==> src/rtl/dwpe_pkg.sv <==
`default_nettype none
// ============================================================================
// Module      : dwpe_pkg
// Description : Shared types, default geometry and helpers for dwpe blocks.
// Revision    : 1.0 - initial release
// ============================================================================
package dwpe_pkg;

    localparam int c_DW    = 32;
    localparam int c_POX   = 6;
    localparam int c_KSIZE = 2;

    typedef enum logic [1:0] {
        IDLE     = 2'd0,
        LOAD     = 2'd1,
        RUN      = 2'd2,
        WAIT_RES = 2'd3
    } feeder_state_t;

    function automatic int nmax(input int ksize);
        return ksize * ksize;
    endfunction

endpackage
`default_nettype wire

==> src/rtl/dwpe_window_buf.sv <==
`default_nettype none
// ============================================================================
// Module      : dwpe_window_buf
// Description : Weight/pixel storage with write pointer and tap-indexed
//               sliding-window read mux for the dwpe feeder.
// Revision    : 1.0 - initial release
// ============================================================================
module dwpe_window_buf
    import dwpe_pkg::*;
#(
    parameter int DW   = c_DW,
    parameter int POX  = c_POX,
    parameter int NMAX = nmax(c_KSIZE),
    parameter int KW   = 2
) (
    input  logic          clk,
    input  logic          rst,
    input  logic          wr_en,
    input  logic [DW-1:0] wr_data,
    input  logic [KW-1:0] rd_tap,
    output logic          wr_last,
    output logic [DW-1:0] rd_pix [POX],
    output logic [DW-1:0] rd_wt
);

    localparam int NPIX   = POX + NMAX - 1;
    localparam int NWORDS = NMAX + NPIX;
    localparam int PW     = (NWORDS > 1) ? $clog2(NWORDS) : 1;
    localparam int PIW    = (NPIX > 1) ? $clog2(NPIX) : 1;
    localparam logic [PW-1:0] c_LAST   = PW'(NWORDS - 1);
    localparam logic [PW-1:0] c_NMAX_P = PW'(NMAX);

    logic [PW-1:0] r_wptr;
    logic [DW-1:0] r_wbuf [NMAX];
    logic [DW-1:0] r_pbuf [NPIX];

    assign wr_last = wr_en && (r_wptr == c_LAST);

    always_ff @(posedge clk or posedge rst) begin
        if (rst) begin
            r_wptr <= '0;
        end else if (wr_en) begin
            r_wptr <= wr_last ? '0 : r_wptr + 1'b1;
        end
    end

    always_ff @(posedge clk or posedge rst) begin
        if (rst) begin
            for (int j = 0; j < NMAX; j++) r_wbuf[j] <= '0;
            for (int j = 0; j < NPIX; j++) r_pbuf[j] <= '0;
        end else if (wr_en) begin
            if (r_wptr < c_NMAX_P) r_wbuf[KW'(r_wptr)] <= wr_data;
            else                   r_pbuf[PIW'(r_wptr - c_NMAX_P)] <= wr_data;
        end
    end

    // The word being written this cycle is forwarded so the first window can
    // be registered on the same edge that stores the final stream word.
    for (genvar i = 0; i < POX; i++) begin : g_rd_pix
        logic [PIW-1:0] w_idx;
        logic           w_fwd;
        assign w_idx     = PIW'(i) + PIW'(rd_tap);
        assign w_fwd     = wr_en && (r_wptr == c_NMAX_P + PW'(w_idx));
        assign rd_pix[i] = w_fwd ? wr_data : r_pbuf[w_idx];
    end

    assign rd_wt = (wr_en && (r_wptr == PW'(rd_tap))) ? wr_data : r_wbuf[rd_tap];

endmodule
`default_nettype wire

==> src/rtl/dwpe_feeder.sv <==
`default_nettype none
// ============================================================================
// Module      : dwpe_feeder
// Description : Loads NMAX weights plus a POX+NMAX-1 pixel segment, then
//               replays them into dwpe as a sliding window, one tap per cycle.
//               Optional WAIT_RES timeout: define DWPE_FEEDER_TIMEOUT_EN.
// Revision    : 1.0 - initial release
// ============================================================================
module dwpe_feeder
    import dwpe_pkg::*;
#(
    parameter int DW      = c_DW,
    parameter int POX     = c_POX,
    parameter int KSIZE   = c_KSIZE,
    parameter int TIMEOUT = 64
) (
    input  logic          clk,
    input  logic          rst,
    input  logic          start,
    input  logic          in_valid,
    output logic          in_ready,
    input  logic [DW-1:0] in_data,
    output logic [DW-1:0] pixel_array [POX],
    output logic [DW-1:0] weight,
    output logic          dwpe_ena,
    input  logic          result_valid,
    output logic          busy,
    output logic          done
`ifdef DWPE_FEEDER_TIMEOUT_EN
    ,
    output logic          timeout_err
`endif
);

    localparam int NMAX = nmax(KSIZE);
    localparam int KW   = (NMAX > 1) ? $clog2(NMAX) : 1;
    localparam logic [KW-1:0] c_LAST_TAP = KW'(NMAX - 1);

    if (TIMEOUT < 1) begin : g_bad_timeout
        $error("dwpe_feeder: TIMEOUT must be at least 1");
    end

    feeder_state_t r_state;
    logic [KW-1:0] r_k;
    logic          r_in_ready;
    logic          r_ena;
    logic          r_done;
    logic [DW-1:0] r_wt;
    logic [DW-1:0] r_pix [POX];

    logic          w_wr_en;
    logic          w_last;
    logic [KW-1:0] w_rd_tap;
    logic [DW-1:0] w_rd_wt;
    logic [DW-1:0] w_rd_pix [POX];

    assign w_wr_en  = (r_state == LOAD) && in_valid;
    // Read the tap that the output registers will present next cycle.
    assign w_rd_tap = ((r_state == RUN) && (r_k != c_LAST_TAP)) ? r_k + 1'b1 : '0;

    dwpe_window_buf #(
        .DW   (DW),
        .POX  (POX),
        .NMAX (NMAX),
        .KW   (KW)
    ) u_buf (
        .clk     (clk),
        .rst     (rst),
        .wr_en   (w_wr_en),
        .wr_data (in_data),
        .rd_tap  (w_rd_tap),
        .wr_last (w_last),
        .rd_pix  (w_rd_pix),
        .rd_wt   (w_rd_wt)
    );

`ifdef DWPE_FEEDER_TIMEOUT_EN
    localparam int TW = (TIMEOUT > 1) ? $clog2(TIMEOUT) : 1;
    localparam logic [TW-1:0] c_TLAST = TW'(TIMEOUT - 1);
    logic [TW-1:0] r_tcnt;
    logic          r_err;
    assign timeout_err = r_err;
`endif

    always_ff @(posedge clk or posedge rst) begin
        if (rst) begin
            r_state    <= IDLE;
            r_k        <= '0;
            r_in_ready <= 1'b0;
            r_ena      <= 1'b0;
            r_done     <= 1'b0;
            r_wt       <= '0;
            for (int i = 0; i < POX; i++) r_pix[i] <= '0;
`ifdef DWPE_FEEDER_TIMEOUT_EN
            r_tcnt     <= '0;
            r_err      <= 1'b0;
`endif
        end else begin
            r_done <= 1'b0;
            case (r_state)
                IDLE: begin
                    if (start) begin
                        r_state    <= LOAD;
                        r_in_ready <= 1'b1;
                    end
                end
                LOAD: begin
                    if (w_last) begin
                        r_state    <= RUN;
                        r_in_ready <= 1'b0;
                        r_ena      <= 1'b1;
                        r_k        <= '0;
                        r_pix      <= w_rd_pix;
                        r_wt       <= w_rd_wt;
                    end
                end
                RUN: begin
                    if (r_k == c_LAST_TAP) begin
                        r_state <= WAIT_RES;
`ifdef DWPE_FEEDER_TIMEOUT_EN
                        r_tcnt  <= '0;
`endif
                    end else begin
                        r_k   <= r_k + 1'b1;
                        r_pix <= w_rd_pix;
                        r_wt  <= w_rd_wt;
                    end
                end
                WAIT_RES: begin
                    if (result_valid) begin
                        r_state <= IDLE;
                        r_ena   <= 1'b0;
                        r_done  <= 1'b1;
                    end
`ifdef DWPE_FEEDER_TIMEOUT_EN
                    else if (r_tcnt == c_TLAST) begin
                        r_state <= IDLE;
                        r_ena   <= 1'b0;
                        r_done  <= 1'b1;
                        r_err   <= 1'b1;
                    end else begin
                        r_tcnt <= r_tcnt + 1'b1;
                    end
`endif
                end
                default: r_state <= IDLE;
            endcase
        end
    end

    assign in_ready    = r_in_ready;
    assign dwpe_ena    = r_ena;
    assign done        = r_done;
    assign weight      = r_wt;
    assign pixel_array = r_pix;
    assign busy        = (r_state != IDLE);

endmodule
`default_nettype wire

==> config.mk <==
export PLATFORM = sky130hd
export DESIGN_NAME = dwpe_feeder
export DESIGN_NICKNAME = d
export VERILOG_FILES = /design/src/rtl/dwpe_pkg.sv /design/src/rtl/dwpe_window_buf.sv /design/src/rtl/dwpe_feeder.sv
export SDC_FILE = /design/constraint.sdc
export NUM_CORES = 2
export LEC_CHECK = 0
export ABC_CLOCK_PERIOD_IN_PS = 37900
export CORE_ASPECT_RATIO = 1.4
export CORE_MARGIN = 2
export CORE_UTILIZATION = 40
export DETAILED_ROUTE_END_ITERATION = 10
export GPL_TIMING_DRIVEN = 0
export MAX_ROUTING_LAYER = met4
export PLACE_DENSITY = 0.59
export SLEW_MARGIN = 20
export SYNTH_ARGS = -nofsm -noshare
export SYNTH_HDL_FRONTEND = slang
export SYNTH_SLANG_ARGS = --single-unit
==> constraint.sdc <==
create_clock -name clk -period 37.9 [get_ports clk]
set_clock_uncertainty 0.15 [all_clocks]
set_input_delay 3.79 -clock clk [delete_from_list [all_inputs] [get_ports clk]]
set_output_delay 3.79 -clock clk [all_outputs]
set_load 0.03 [all_outputs]
== Word-level counts from Yosys, hierarchy flattened ==
Index checks and enable logic that the tools add are counted.
Widths: inputs -> output; s select.

* $add $sub $neg: 13
* Order comparisons: 12
* Equality and inequality tests: 18
* Mux-type cells: 58
* Bitwise logic cells: 10
* Reduce and logical (&&, ||, !) cells: 23

{| class="wikitable"
|+ Operators with widths
! cell !! count
|-
| $mux 32 || 25
|-
| $bmux 32 s4 || 6
|-
| $mux 192 || 2
|-
| $pmux 192 s2 || 1
|-
| $bwmux 288 || 1
|-
| $bwmux 128 || 1
|-
| $demux 32 s4 || 1
|-
| $bmux 32 s2 || 1
|-
| $demux 32 s2 || 1
|-
| $pmux 32 s2 || 1
|-
| $ge 5x5->1 const B || 7
|-
| $not 4->5 || 6
|-
| $eq 4x4->1 || 6
|-
| $add 3x4->4 const A || 5
|-
| $mux 2 || 7
|-
| $logic_and 1x1->1 || 12
|-
| $reduce_and 3->1 || 3
|-
| $add 3x2->4 const A || 2
|-
| $ne 2x2->1 const B || 4
|-
| $pmux 2 s4 || 1
|-
| $reduce_bool 2->1 || 4
|-
| $add 2x2->3 const A || 2
|-
| $eq 2x2->1 const B || 3
|-
| $ge 3x3->1 const B || 2
|-
| 21 further kinds || 30
|}

* Bits in registers: 651
* Input bits: 37
* Output and inout bits: 228
* Word-level logic and storage cells: 160

== Logic depth before layout (Yosys ltp) ==
* Depth after elaboration: 11
* Mapped depth: 15
* Depth with buffers taken out: 9

== Modules after synthesis ==
Synthesis repeated with hierarchy kept, for this count alone.

* Cell total of the unflattened synthesis: 2298
* Area, all modules: 35205.0 µm²

{| class="wikitable"
|+ Modules (own cells, without submodules)
! module !! times used !! cells an instance !! area each (µm²) !! seq. area each (µm²)
|-
| dwpe_window_buf || 1 || 1778 || 25832.3 || 10510.1
|-
| dwpe_feeder || 1 || 520 || 9372.7 || 5780.5
|}

== Worst setup path after synthesis ==
Ideal clock, no wire load.

* Kind: input -> register
* Start: input port in_valid
* End: register u_buf.r_pbuf[38] (netlist bit)
* Library setup time: 125 ps
* Data arrival time: 4970 ps
* Required time: 37625 ps
* Path slack: 32656 ps
* Stages: 6
* Buffers on the path: 2
* Cells stage by stage: and2_1 -> buf_2 -> nand2_1 -> nor2_1 -> buf_2 -> mux2_2

* Cells in the longest elaborated chain, start to end: 2

{| class="wikitable"
|+ RTL lines
! item !! line !! text
|-
| from (decl) || dwpe_feeder.sv:20 || <nowiki>input logic in_valid,</nowiki>
|-
| $logic_and 1x1->1 || dwpe_feeder.sv:57 || <nowiki>assign w_wr_en = (r_state == LOAD) && in_valid;</nowiki>
|-
| $reduce_and 2->1 (no source line) || n/a ||
|-
| to (signal, indexed assignment) || dwpe_window_buf.sv:53 || <nowiki>else r_pbuf[PIW'(r_wptr - c_NMAX_P)] <= wr_data;</nowiki>
|-
| to (decl) || dwpe_window_buf.sv:35 || <nowiki>logic [DW-1:0] r_pbuf [NPIX];</nowiki>
|}

No other way between the ends.
A chain may end at the register's enable or synchronous reset.

== Worst setup path in the final report ==
* Start: input port in_valid
* End: register r_wt[29] (netlist: weight[29])

* Cells in the longest elaborated chain, start to end: 5
* Elaborated cells on any way between the ends: 9
* Classes of those cells: eq/ne (1); mux (4); reduce/logical (4)

{| class="wikitable"
|+ RTL lines
! item !! line !! text
|-
| $logic_and 1x1->1 * || dwpe_feeder.sv:57 ||
|-
| $logic_and 1x1->1 || dwpe_window_buf.sv:67 || <nowiki>assign rd_wt = (wr_en && (r_wptr == PW'(rd_tap))) ? wr_data : r_wbuf[rd_tap];</nowiki>
|-
| $mux 32 || dwpe_window_buf.sv:67 ||
|-
| $mux 32 (on tied branches) || dwpe_feeder.sv:118, dwpe_feeder.sv:108 ||
|-
| $pmux 32 s2 || dwpe_feeder.sv:100 || <nowiki>case (r_state)</nowiki>
|-
| to (signal assigned) || dwpe_feeder.sv:114 || <nowiki>r_wt <= w_rd_wt;</nowiki>
|-
| to (signal assigned) || dwpe_feeder.sv:126 || <nowiki>r_wt <= w_rd_wt;</nowiki>
|-
| to (decl) || dwpe_feeder.sv:48 || <nowiki>logic [DW-1:0] r_wt;</nowiki>
|}

Every way passes the cells marked *; elsewhere a longest branch is shown, timed or not. The select of a mux whose other input is x is not followed.

==> flow_metrics.env <==
export IMPL_syn_to_final_growth_pct=18.12
export IMPL_synth_seq_cells=651
export IMPL_r2r_cells=14
export IMPL_worstHoldStart="pixel_array[177]$_DFFE_PP0P_"
export IMPL_cts_setup_buffers=0
export IMPL_vias_per_cell=6.004
export IMPL_final_setup_tns_ns=0
export IMPL_cts_tree="built"
export IMPL_maxCapViolations=0
export IMPL_cts_resized=0
export IMPL_clk_latency_ns=0.63
export IMPL_synth_area_per_cell_sq_um=10.68
export IMPL_hold_path_cell_count=2
export IMPL_final_nets=3469
export IMPL_setup_viol_count_final=0
export IMPL_core_area_sq_um=82580
export IMPL_final_hold_viol_count=0
export IMPL_gr_usage_met2=0.5090
export IMPL_finalCriticalPeriod_ns=6.213
export IMPL_yosysTopAreaCellShare=0.4901
export IMPL_synth_cells=3112
export IMPL_first_global_vias=27363
export IMPL_clk_pin_slew_ns=0.06
export IMPL_gp_congestion=0.9553
export IMPL_final_cells=4556
export IMPL_fp_dieW_um=247.6
export IMPL_post_synth_top_count_cell="dfrtp_1"
export IMPL_ys_async_sr_fraction=1.000
export IMPL_cts_root_buf="clkbuf_16"
export IMPL_cts_inserted_buffers=69
export IMPL_grt_usage=0.3160
export IMPL_drt_pass1_iter_count=6
export IMPL_regToRegSetupSlack_ns=32.71
export IMPL_drc=0
export IMPL_peakVddDrop_v=0.00005876
export IMPL_syn_area_sq_um=33240
export IMPL_design_area_sq_um=39270
export IMPL_drive_gt1_frac=0.1722
export IMPL_synth_edf_count=0
export IMPL_rsz0062_at_grt="no"
export IMPL_tightest_slew_ns=1.198
export IMPL_die_h_um=345.1
export IMPL_hold_slack_ns=0.3232
export IMPL_cts_buffer_depth=3
export IMPL_arrival_ns=6.60
export IMPL_finalCritPeriodShare=0.1639
export IMPL_reg2reg_from="r_state[0]$_DFFE_PP0P_"
export IMPL_htree_levels=3
export IMPL_synth_cell_type_count=51
export IMPL_hold_path_class="reg2reg"
export IMPL_vias=27356
export IMPL_ys_seq_area_frac=0.4901
export IMPL_drtIter0Drc=2989
export IMPL_powerDensity_nw_per_um2=103.8
export IMPL_ctsHoldBuffers=0
export IMPL_cp_required_ns=38.28
export IMPL_ys_top_cells_by_area="dfrtp_1 (49%), mux2_2 (8.5%), nand2_1 (6.1%), mux2i_1 (4.7%), mux4_2 (3.0%)"
export IMPL_ant_nets=0
export IMPL_busiest_layer="met2"
export IMPL_rows=125
export IMPL_whs_endpoint="pixel_array[177]$_DFFE_PP0P_"
export IMPL_cp_start_kind="input port"
export IMPL_fmax_ghz=0.1610
export IMPL_place_area_sq_um=37110
export IMPL_dp_cells=4430
export IMPL_criticalPathCategory="in2reg"
export IMPL_grt_met3_usage=0.05144
export IMPL_grt_max_degree=102
export IMPL_maxSlewHeadroom=0.1786
export IMPL_utilization=0.4755
export IMPL_status="finished, final reports clean"
export IMPL_hpwl_um=98690
export IMPL_end_kind="flop"
export IMPL_synth_main_ff_cell="dfrtp_1"
export IMPL_yosysTopAreaCell="dfrtp_1"
export IMPL_p_leak_nw=17.53
export IMPL_synthTopCellsByCount="dfrtp_1 (651), nand2_1 (544), mux2_2 (250)"
export IMPL_clock_sinks=651
export IMPL_synth_nets=3159
export IMPL_yosys_warnings=0
export IMPL_cp_startpoint="in_valid"
export IMPL_routedWlPerCell_um=28.92
export IMPL_use_met1=0.3714
export IMPL_portBuffers=232
export IMPL_initial_core_util=0.4025
export IMPL_grt_pass1_wl_um=189900
export IMPL_dieArea_sq_um=85460
export IMPL_drt_wl_total_um=131700
export IMPL_antenna_found_initial=9
export IMPL_crit_fanout=10
export IMPL_reg2reg_to="pixel_array[144]$_DFFE_PP0P_"
export IMPL_grt_overflow=0
export IMPL_drv_slew=0
export IMPL_io_pins=265
placed cells by master (no fill, tap or decap), types with 46 or more instances in the layout:
cell type,instances
o31ai_1,64
mux2_2,250
clkbuf_16,70
a221oi_1,71
nand3_1,55
mux2_1,67
nand2b_1,83
buf_1,53
a211oi_1,96
clkbuf_1,151
a21oi_1,90
clkdlybuf4s50_1,232
and3_1,65
mux2i_1,157
nand2_1,544
nor2_1,46
buf_2,90
dfrtp_1,651
o21ai_0,154
worst max path at each step:
stage / end / slack (ns) / cells after the start
2_1_floorplan: done$_DFF_PP0_ / 15.72 / 1
3_3_place_gp: pixel_array[162]$_DFFE_PP0P_ / 6.96 / 2
3_5_place_dp: weight[29]$_DFFE_PP0P_ / 31.14 / 8
4_1_cts: pixel_array[95]$_DFFE_PP0P_ / 31.79 / 8
5_1_grt: pixel_array[95]$_DFFE_PP0P_ / 31.67 / 8
6_report: weight[29]$_DFFE_PP0P_ / 31.69 / 8
stage by stage:
step | power (mW) | setup WS, ns
2_1_floorplan | 2.509 | 15.72
5_1_grt | 4.246 | 31.67
3_3_place_gp | 3.339 | 6.961
3_5_place_dp | 3.364 | 31.14
4_1_cts | 4.039 | 31.79
6_report | 4.075 | 31.69
metal layers:
metal,routed length [um],up-vias
met5,0,-
met4,9292,0
met3,8682,369
met2,64210,1291
met1,49550,13873
li1,-,11823
where the power goes:
part	internal [mW]	total, mW	switching, mW
clock network	0.369	0.670	0.301
registers	0.982	1.27	0.287
logic	0.791	2.14	1.34
total	2.14	4.07	1.93
flip-flops by register name, summed over array words and instances (netlist names):
signal / flops
weight: 32
u_buf.r_wptr: 4
u_buf.r_pbuf: 288
r_k: 2
dwpe_ena: 1
u_buf.r_wbuf: 128
done: 1
r_state: 2
in_ready: 1
pixel_array: 192
logic make-up (layout without fill, tap and decap cells):
| group | count (synthesis) | in the layout | share of synthesized area |
|---|---|---|---|
| AOI/OAI and AO/OA | 681 | 681 | 0.1485 |
| xor gates and xnor gates | 4 | 4 | 0.001054 |
| adders and majority gates | 10 | 10 | 0.003764 |
| buffers and inverters | 345 | 705 | 0.04660 |
| DFF | 651 | 651 | 0.4901 |
| muxes | 519 | 519 | 0.1852 |
| other | 0 | 5 | 0 |
| and+or+nand+nor | 902 | 902 | 0.1249 |
cell type report:
class	instances	area, sq um
inverter	43	173.9
clock buffer	102	2012
sequential	651	16290
fill	7901	43310
buffer	302	1384
tap	1079	1350
antenna	5	12.51
multi-input combinational	2116	15400
clock inverter	19	126.4
timing repair buffer	239	2515
worst max-delay path, cell delays in order:
cell	delay, ns
clkdlybuf4s50_1	0.49
nand4_1	0.19
a22o_1	0.20
buf_2	0.32
buf_2	0.50
clkbuf_1	0.86
nand2_1	0.13
o31ai_1	0.10
Note: power is estimated with default switching activity, not from simulation.
